$ cat config.mk
export PLATFORM = sky130hd
export DESIGN_NAME = ifu
export DESIGN_NICKNAME = d
export VERILOG_FILES = /design/src/rtl/ifu.sv
export SDC_FILE = /design/constraint.sdc
export NUM_CORES = 1
export LEC_CHECK = 0
export CAP_MARGIN = 40
export CELL_PAD_IN_SITES_DETAIL_PLACEMENT = 1
export CELL_PAD_IN_SITES_GLOBAL_PLACEMENT = 1
export CORE_MARGIN = 8
export CORE_UTILIZATION = 33
export CTS_CLUSTER_DIAMETER = 80
export DETAILED_ROUTE_END_ITERATION = 8
export HOLD_SLACK_MARGIN = 0.05
export PLACE_DENSITY_LB_ADDON = 0.1
export SKIP_LAST_GASP = 1
export SLEW_MARGIN = 20
export SYNTH_ARGS = -nofsm -noshare
export SYNTH_HDL_FRONTEND = slang
export SYNTH_SLANG_ARGS = --single-unit
$ cat constraint.sdc
create_clock -name clk -period 5.5 [get_ports clk]
set_clock_uncertainty 0.15 [all_clocks]
set_input_delay 1.1 -clock clk [delete_from_list [all_inputs] [get_ports clk]]
set_output_delay 1.1 -clock clk [all_outputs]
set_load 0.02 [all_outputs]
$ cat src/rtl/ifu.sv
// Instruction fetch unit: one outstanding AXI-lite style read per instruction,
// handing each fetched word to decode and waiting for writeback before the next.
module ifu #(
  parameter logic [31:0] RESET_PC = 32'h8000_0000
) (
  input  logic        clk,
  input  logic        rst,
  input  logic        valid_pre_i,
  output logic        ready_pre_o,
  input  logic        branch_en_i,
  input  logic [31:0] dnpc_i,
  output logic [31:0] araddr_o,
  output logic        arvalid_o,
  input  logic        arready_i,
  input  logic [31:0] rdata_i,
  input  logic [1:0]  rresp_i,
  input  logic        rvalid_i,
  output logic        rready_o,
  output logic        valid_post_o,
  input  logic        ready_post_i,
  output logic [31:0] pc_o,
  output logic [31:0] inst_o,
  output logic        fetch_err_o,
  output logic [31:0] fetch_cnt_o
);

  localparam logic [2:0] S_IDLE = 3'd0;
  localparam logic [2:0] S_AR   = 3'd1;
  localparam logic [2:0] S_R    = 3'd2;
  localparam logic [2:0] S_OUT  = 3'd3;
  localparam logic [2:0] S_WAIT = 3'd4;

  logic [2:0]  state;
  logic [31:0] pc;
  logic [31:0] inst;
  logic        err;
  logic [31:0] fetch_cnt;

  // pc only changes in WAIT, so it still names the delivered instruction in OUT
  always_ff @(posedge clk) begin
    if (!rst) begin
      state     <= S_IDLE;
      pc        <= RESET_PC;
      inst      <= 32'h0;
      err       <= 1'b0;
      fetch_cnt <= 32'h0;
    end else begin
      case (state)
        S_IDLE: state <= S_AR;
        S_AR: begin
          if (arready_i) state <= S_R;
        end
        S_R: begin
          if (rvalid_i) begin
            inst  <= rdata_i;
            err   <= (rresp_i != 2'b00);
            state <= S_OUT;
          end
        end
        S_OUT: begin
          if (ready_post_i) begin
            fetch_cnt <= fetch_cnt + 32'd1;
            state     <= S_WAIT;
          end
        end
        S_WAIT: begin
          if (valid_pre_i) begin
            pc    <= branch_en_i ? (dnpc_i & ~32'h3) : (pc + 32'd4);
            state <= S_AR;
          end
        end
        default: state <= S_IDLE;
      endcase
    end
  end

  // handshake outputs depend on the state register alone
  assign arvalid_o    = (state == S_AR);
  assign rready_o     = (state == S_R);
  assign valid_post_o = (state == S_OUT);
  assign ready_pre_o  = (state == S_WAIT);

  assign araddr_o    = pc;
  assign pc_o        = pc;
  assign inst_o      = inst;
  assign fetch_err_o = err;
  assign fetch_cnt_o = fetch_cnt;

endmodule

; After elaboration in Yosys (flattened, before gate mapping)
; Cells that the tools add are included.
[word_totals]
register_bits = 100
latchBits = 0
ramBits = 0
rom_bits = 0
input_bits = 73
wordCells = 27
memories = 0
[op_classes]
addsub = 2
multipliers = 0
div_mod_pow = 0
n_lt_le_gt_ge = 0
n_eq_ne = 8
shift = 0
mux = 6
bitwise = 0
reduce_logical = 6
[op_table]
columns = cell, count
row1 = $add 32x1->32 const B, 1
row2 = $add 32x3->32 const B, 1
row3 = $mux 32, 1
row4 = $pmux 3 s5, 1
row5 = $mux 3, 4
row6 = $eq 3x2->1 const B, 2
row7 = $reduce_and 2->1, 3
row8 = $ne 2x1->1 const B, 2
row9 = $ne 2x2->1 const B, 2
row10 = $reduce_and 4->1, 1
row11 = $eq 3x1->1 const B, 1
row12 = $eq 3x3->1 const B, 1
row13 = $logic_not 3->1, 1
row14 = $reduce_bool 2->1, 1

; Longest topological paths before layout
; Gate-level depths: netlist of the first run.
[depth]
depth_word = 3
mapped_depth = 8

; Worst setup path before layout of the first run
; Ideal clock, no wire load.
[synth_path]
path_kind = input-to-reg
start = in branch_en_i
end = reg pc[19], in the netlist araddr_o[19]
setup_ps = 120
arrival_ps = 2181
required_ps = 5230
slack_ps = 3050
stages = 5
cell_sequence = clkbuf_1 clkbuf_1 clkbuf_1 nor3b_1 o31a_1
[synth_via]
elab_chain_cells = 1
[synth_rtl]
columns = element, line
row1 = start: declaration, 10  ; input logic branch_en_i,
row2 = $mux 32, 68  ; pc <= branch_en_i ? (dnpc_i & ~32'h3) : (pc + 32'd4);
row3 = end signal: assignment, 68
row4 = end: declaration, 34  ; logic [31:0] pc;
; Every way passes these cells.
; A chain may end at the register's enable or synchronous reset.

; Final worst setup path of the first run
[layout_path]
start = reg state[1]
end = out rready_o
[layout_via]
elab_chain_cells = 1
[layout_rtl]
columns = element, line
row1 = start: declaration, 33  ; logic [2:0] state;
row2 = start signal: assignment, 42  ; state <= S_IDLE;
row3 = start signal: assignment, 49  ; S_IDLE: state <= S_AR;
row4 = start signal: assignment, 51  ; if (arready_i) state <= S_R;
row5 = $eq 3x2->1, 79  ; assign rready_o = (state == S_R);
row6 = end: declaration, 18  ; output logic rready_o,
; Every way passes these cells.

==> impl_metrics.csv, run 1 <==
group,metric,value,unit
route,drt_wl_total,17800,um
yosys,ys_warn_count,0,
yosys,muxShareOfSynthArea,1.22,%
yosys,synthXorXnorAreaFrac,4.69,%
power_and_ir_drop,vdd_drop_max,0.139,mV
route,drt_iter0_markers,235,
route,wl_per_cell,18.0,um
place,dp.cells,973,
yosys,synthArstFlopShare,0,%
sta,hold_ws,309,ps
worst_setup_path,timing.reg2reg.setup_slack,3040,ps
yosys,synth-edff-count,0,
worst_setup_path,reg2reg_depth,5,
yosys,synth_seq_cells,98,
yosys,postSynthCellCount,650,
sta,setup_viol,0,
final_layout,nets,872,
route,ant_nets,0,
die,start_util,33.4,%
yosys,synth_seq_area_share,38.9,%
final_layout,syn_to_final_growth,44.2,%
worst_setup_path,start_kind,"register",
clocking,cts_root_buf,"clkbuf_16",
clocking,clk_pin_slew,70,ps
place,gp_congestion,0.761,
route,avgViaCountPerCell,5.30,
job,drv_cap,0,
die,pin_count,206,
yosys,synth_area,0.00504,mm2
sta,finalMaxSlewViolations,0,
grt,grt_max_degree,69,
final_layout,final_util,48.2,%
final_layout,final_cell_mix,"clkdlybuf4s50_1 (198), nand2_1 (100), dfxtp_1 (98), nor2_1 (67), a21oi_1 (57)",
die,dieArea,0.0195,mm2
worst_setup_path,r2r-start,"araddr_o[9]",
die,die_x,140,um
die,fp.dieH,140,um
sta,fin_crit_sh,58.5,%
min_path,min_to,"inst_o[9]",
grt,antenna_found_initial,0,
yosys,yosysTopAreaCellShare,38.9,%
place,dp_slack,1990,ps
clocking,ctsLongestPathBuffers,2,
place,place_hpwl,13100,um
min_path,worst_hold_startpoint,"inst_o[9]",
worst_setup_path,worstPathRequired,4250,ps
sta,hold_violations,0,
grt,grt.total_usage,18.2,%
power_and_ir_drop,p_comb_share,24.5,%
yosys,avgSynthCellArea,7.76,um2
power_and_ir_drop,p_switching,605,uW
sta,worst_slew_pin_slew,690,ps
worst_setup_path,rr_endpoint,"araddr_o[27]",
power_and_ir_drop,p_leak,0.00251,uW
min_path,hold_class,"register to register",
clocking,cts_sinks,98,
grt,grt_pass1_wl,29200,um
clocking,cts-htree-levels,3,
grt,grt_pass1_vias,5620,
route,dr.pass1.iters,4,
worst_setup_path,worstSetupPathType,"register to output pin",
power_and_ir_drop,p_int,1310,uW
sta,fmax,311,MHz
clocking,cts_buffers,9,
final_layout,diodes,0,
route,drc_errors,0,
power_and_ir_drop,netSwitchingFraction,31.6,%
place,portBuffers,199,
sta,rsz0062_at_grt,"no",
yosys,synth_top_family_by_area,"simple AND/OR/NAND/NOR gates",
final_layout,final_cells,990,
die,rows,45,
clocking,clk_latency,350,ps
yosys,synth_compound_area_share,15.7,%
power_and_ir_drop,power.share.sequential,42.7,%
clocking,post_cts_resized,0,
power_and_ir_drop,power_density,263,mW/mm2
yosys,yosys.area_share.adder,0.496,%
grt,grt_overflow,0,
yosys,synth_area_leaders,"dfxtp_1 (39%), nand2_1 (7.4%), a21oi_1 (5.7%)",
clocking,hold_buffers,0,
power_and_ir_drop,p_clk_share,32.8,%
min_path,holdPathStages,2,
sta,period_needed,3220,ps
sta,setup_ws,2280,ps
yosys,yosysTopAreaCell,"dfxtp_1",
worst_setup_path,crit_fanout,13,
yosys,dominantRegCellSynth,"dfxtp_1",
final_layout,fillCellCount,1826,
sta,setup_tns,0,ps
worst_setup_path,cp-end-kind,"output pin",
route,dr_total_vias,5251,
clocking,cts_tree,"yes",
yosys,synth.distinct_cells,63,
sta,max_slew_margin,53.6,%
yosys,synth_simple_gate_area_share,30.1,%
worst_setup_path,critical_path_arrival,1970,ps
final_layout,drive_gt1_share,5.11,%
die,core_area,0.0151,mm2
run_status,status,"complete, no violations",
final_layout,mostFrequentLayoutCell,"clkdlybuf4s50_1",
clocking,cts_setup_buffers,0,
[flip-flops by register name, summed over array words and instances (netlist names)]
| signal | cells |
|---|---|
| fetch_cnt_o | 32 |
| inst_o | 32 |
| araddr_o | 30 |
| state | 3 |
| fetch_err_o | 1 |
[power by group through the flow]
stage	sequential (uW)	combinational [uW]	clock, uW
2_1_floorplan	851	228	0
3_3_place_gp	830	447	0
3_5_place_dp	834	472	0
4_1_cts	818	475	643
5_1_grt	828	509	671
6_report	818	468	629
[metal layers]
metal | vias up | global-route usage [%] | share of wire, %
met5 | - | 0 | 0
met4 | 0 | 5.14 | 1.3
met3 | 16 | 5.16 | 5.6
met2 | 120 | 33.0 | 51
met1 | 2574 | 20.4 | 42
li1 | 2541 | - | -
[cell type report]
cell class                      instances  area [um2]  area share [%]
Inverter                                7        26.3           0.361
Clock buffer                           11         253            3.48
Sequential cell                        98        1960            27.0
Multi-Input combinational cell        473        2660            36.6
Clock inverter                          5        36.3           0.499
Tap cell                              188         235            3.24
Timing Repair Buffer                  208        2100            28.8
[worst max path at each step]
stage / from / to / cells past startpoint
global route: state[1] / rready_o / 3
CTS: state[1] / rready_o / 3
floorplan: branch_en_i / araddr_o[19] / 5
global placement: valid_pre_i / araddr_o[16] / 6
detailed placement: rst / fetch_cnt_o[28] / 6
finish: state[1] / rready_o / 3
[through the flow]
step,power (uW),area [um2]
3_3_place_gp,1280,6910
2_1_floorplan,1080,5050
3_5_place_dp,1310,6950
6_report,1920,7270
4_1_cts,1940,7240
5_1_grt,2010,7270
[critical path: stages (launching register included)]
cell and delay, ps:
dfxtp_1 600, nand2b_1 130, nor2_1 240, clkdlybuf4s50_1 660
[cells by family after synthesis]
| kind of cell | count (synthesis) |
|---|---|
| AO/OA/AOI/OAI | 128 |
| buffers and inverters | 82 |
| other | 1 |
| adder cells (fa/ha/maj) | 2 |
| AND/OR/NAND/NOR | 306 |
| XOR/XNOR | 27 |
| flip-flops | 98 |
| multiplexers | 6 |
[synthesized netlist by cell type, types with 3 or more instances]
cell,count
a211oi_1,4
a21oi_1,57
a22oi_1,4
a2bb2oi_1,3
a31oi_1,13
and2_1,7
and3_1,15
and3_2,3
and4_1,8
buf_2,5
buf_4,35
clkbuf_1,34
dfxtp_1,98
inv_1,6
mux2i_1,5
nand2_1,100
nand2b_1,4
nand3_1,33
nand4_1,21
nor2_1,67
nor2b_1,4
nor3_1,19
nor3b_1,3
nor4_1,4
o21ai_0,19
or3_1,8
xnor2_1,11
xor2_1,16
Power figures use the tool's default switching activity.
==> inputs of run 2 (changes only) <==
CORE_UTILIZATION = 30   (was 33)
clock period = 3.05 ns   (was 5.5 ns; I/O delays follow)
==> impl_metrics.csv, run 2 (synthesis gave the netlist of run 1 again) <==
group,metric,value,unit
worst_setup_path,timing.reg2reg.setup_slack,590,ps
die,fp.dieH,146,um
worst_setup_path,rr_endpoint,"araddr_o[27]",
place,dp_slack,324,ps
route,avgViaCountPerCell,5.17,
sta,setup_ws,274,ps
route,wl_per_cell,18.2,um
place,place_area,0.00703,mm2
worst_setup_path,cp-endpoint,"rready_o",
clocking,cts_root_buf,"clkbuf_16",
worst_setup_path,r2r-start,"araddr_o[9]",
sta,max_slew_margin,53.2,%
worst_setup_path,critical_path_arrival,2020,ps
grt,grt_pass1_vias,5741,
worst_setup_path,cp-end-kind,"output pin",
route,drt_wl_total,18700,um
worst_setup_path,slowest_stage,"clkdlybuf4s50_1",
final_layout,multi_input_area,0.00266,mm2
worst_setup_path,cp-startpoint,"state[1]",
sta,finalMaxSlewViolations,0,
final_layout,seq_area,0.00196,mm2
die,die_x,146,um
grt,antenna_found_initial,0,
place,gp_congestion,0.790,
clocking,hold_buffers,0,
worst_setup_path,path_cells,"nand2b_1 > nor2_1 > clkdlybuf4s50_1",
sta,hold_ws,307,ps
worst_setup_path,start_kind,"register",
sta,rsz0062_at_grt,"no",
final_layout,nets,876,
die,start_util,30.5,%
die,pin_count,206,
final_layout,diodes,0,
final_layout,fin_area,0.00734,mm2
clocking,post_cts_resized,0,
final_layout,mostFrequentLayoutCell,"clkdlybuf4s50_1",
grt,grt_overflow,0,
grt,grt.total_usage,17.2,%
place,place_hpwl,13900,um
power_and_ir_drop,p_leak,0.00252,uW
worst_setup_path,max_stage_delay,670,ps
clocking,ctsLongestPathBuffers,2,
power_and_ir_drop,vdd_drop_max,0.264,mV
route,dr_total_vias,5306,
sta,worst_slew_pin_slew,695,ps
die,core_area,0.0165,mm2
sta,fin_crit_sh,91.0,%
clocking,cts_tree,"yes",
final_layout,fillCellCount,1926,
worst_setup_path,worstSetupPathType,"register to output pin",
min_path,hold_class,"register to register",
clocking,cts_buffers,9,
power_and_ir_drop,power_density,478,mW/mm2
clocking,clk_latency,350,ps
route,ant_nets,0,
sta,period_needed,2780,ps
job,drv_cap,0,
run_status,status,"complete, no violations",
route,drt_iter0_markers,210,
final_layout,syn_to_final_growth,45.5,%
clocking,cts_setup_buffers,0,
worst_setup_path,crit_fanout,13,
route,dr.pass1.iters,4,
place,portBuffers,199,
route,drc_errors,0,
worst_setup_path,reg2reg_depth,5,
clocking,cts-htree-levels,3,
sta,fmax,360,MHz
grt,grt_max_degree,42,
grt,grt_pass1_wl,29900,um
final_layout,final_cell_mix,"clkdlybuf4s50_1 (198), nand2_1 (100), dfxtp_1 (98), nor2_1 (67), a21oi_1 (57)",
clocking,cts_sinks,98,
die,dieArea,0.0212,mm2
clocking,clk_pin_slew,70,ps
worst_setup_path,worstPathRequired,2290,ps
sta,setup_tns,0,ps
final_layout,drive_gt1_share,5.33,%
sta,hold_violations,0,
die,rows,47,
sta,setup_viol,0,
==> run 2: area by class of cell <==
class | count | area share (%)
multi-input cells | 473 | 36.3
clock inverters | 5 | 0.836
well taps | 220 | 3.75
inverters | 7 | 0.358
repair buffers | 212 | 28.8
flip-flops and latches | 98 | 26.7
clock buffers | 11 | 3.31
==> run 2: critical path: cells and delay by family (launching register included) <==
| family | cells | cell delay [ps] |
|---|---|---|
| flip-flops | 1 | 620 |
| buffers and inverters | 1 | 670 |
| AND/OR/NAND/NOR | 2 | 380 |
==> run 2: where the power goes <==
group	total (uW)	leakage, uW	switching (uW)	internal [uW]
logic	837	0.00158	452	385
clock network	1190	0.000150	528	664
registers	1480	0.000792	113	1370
==> run 2: stage by stage <==
stage,instances,total power [uW],utilization [%]
after floorplan,653,1950,-
after global placement,1010,2330,42.6
after detailed placement,1010,2360,42.6
after CTS,1026,3560,44.4
after global routing,1026,3690,44.4
final,1026,3510,44.4
==> run 2: how the worst min path moves through the flow <==
stage / startpoint / to / slack (ps) / cells after the start
5_1_grt: inst_o[2] / inst_o[2] / 330 / 2
4_1_cts: inst_o[3] / inst_o[3] / 310 / 2
6_report: inst_o[7] / inst_o[7] / 310 / 2
3_3_place_gp: inst_o[17] / inst_o[17] / 290 / 2
3_5_place_dp: inst_o[7] / inst_o[7] / 300 / 2
2_1_floorplan: state[1] / state[2] / 360 / 2
==> run 2: per-layer routing <==
| layer | vias to the layer above | part of all wire (%) | GRT usage [%] |
|---|---|---|---|
| li1 | 2553 | - | - |
| met2 | 130 | 52 | 32.0 |
| met5 | - | 0 | 0 |
| met4 | 0 | 1.0 | 4.89 |
| met1 | 2610 | 41 | 18.4 |
| met3 | 13 | 6.0 | 5.01 |
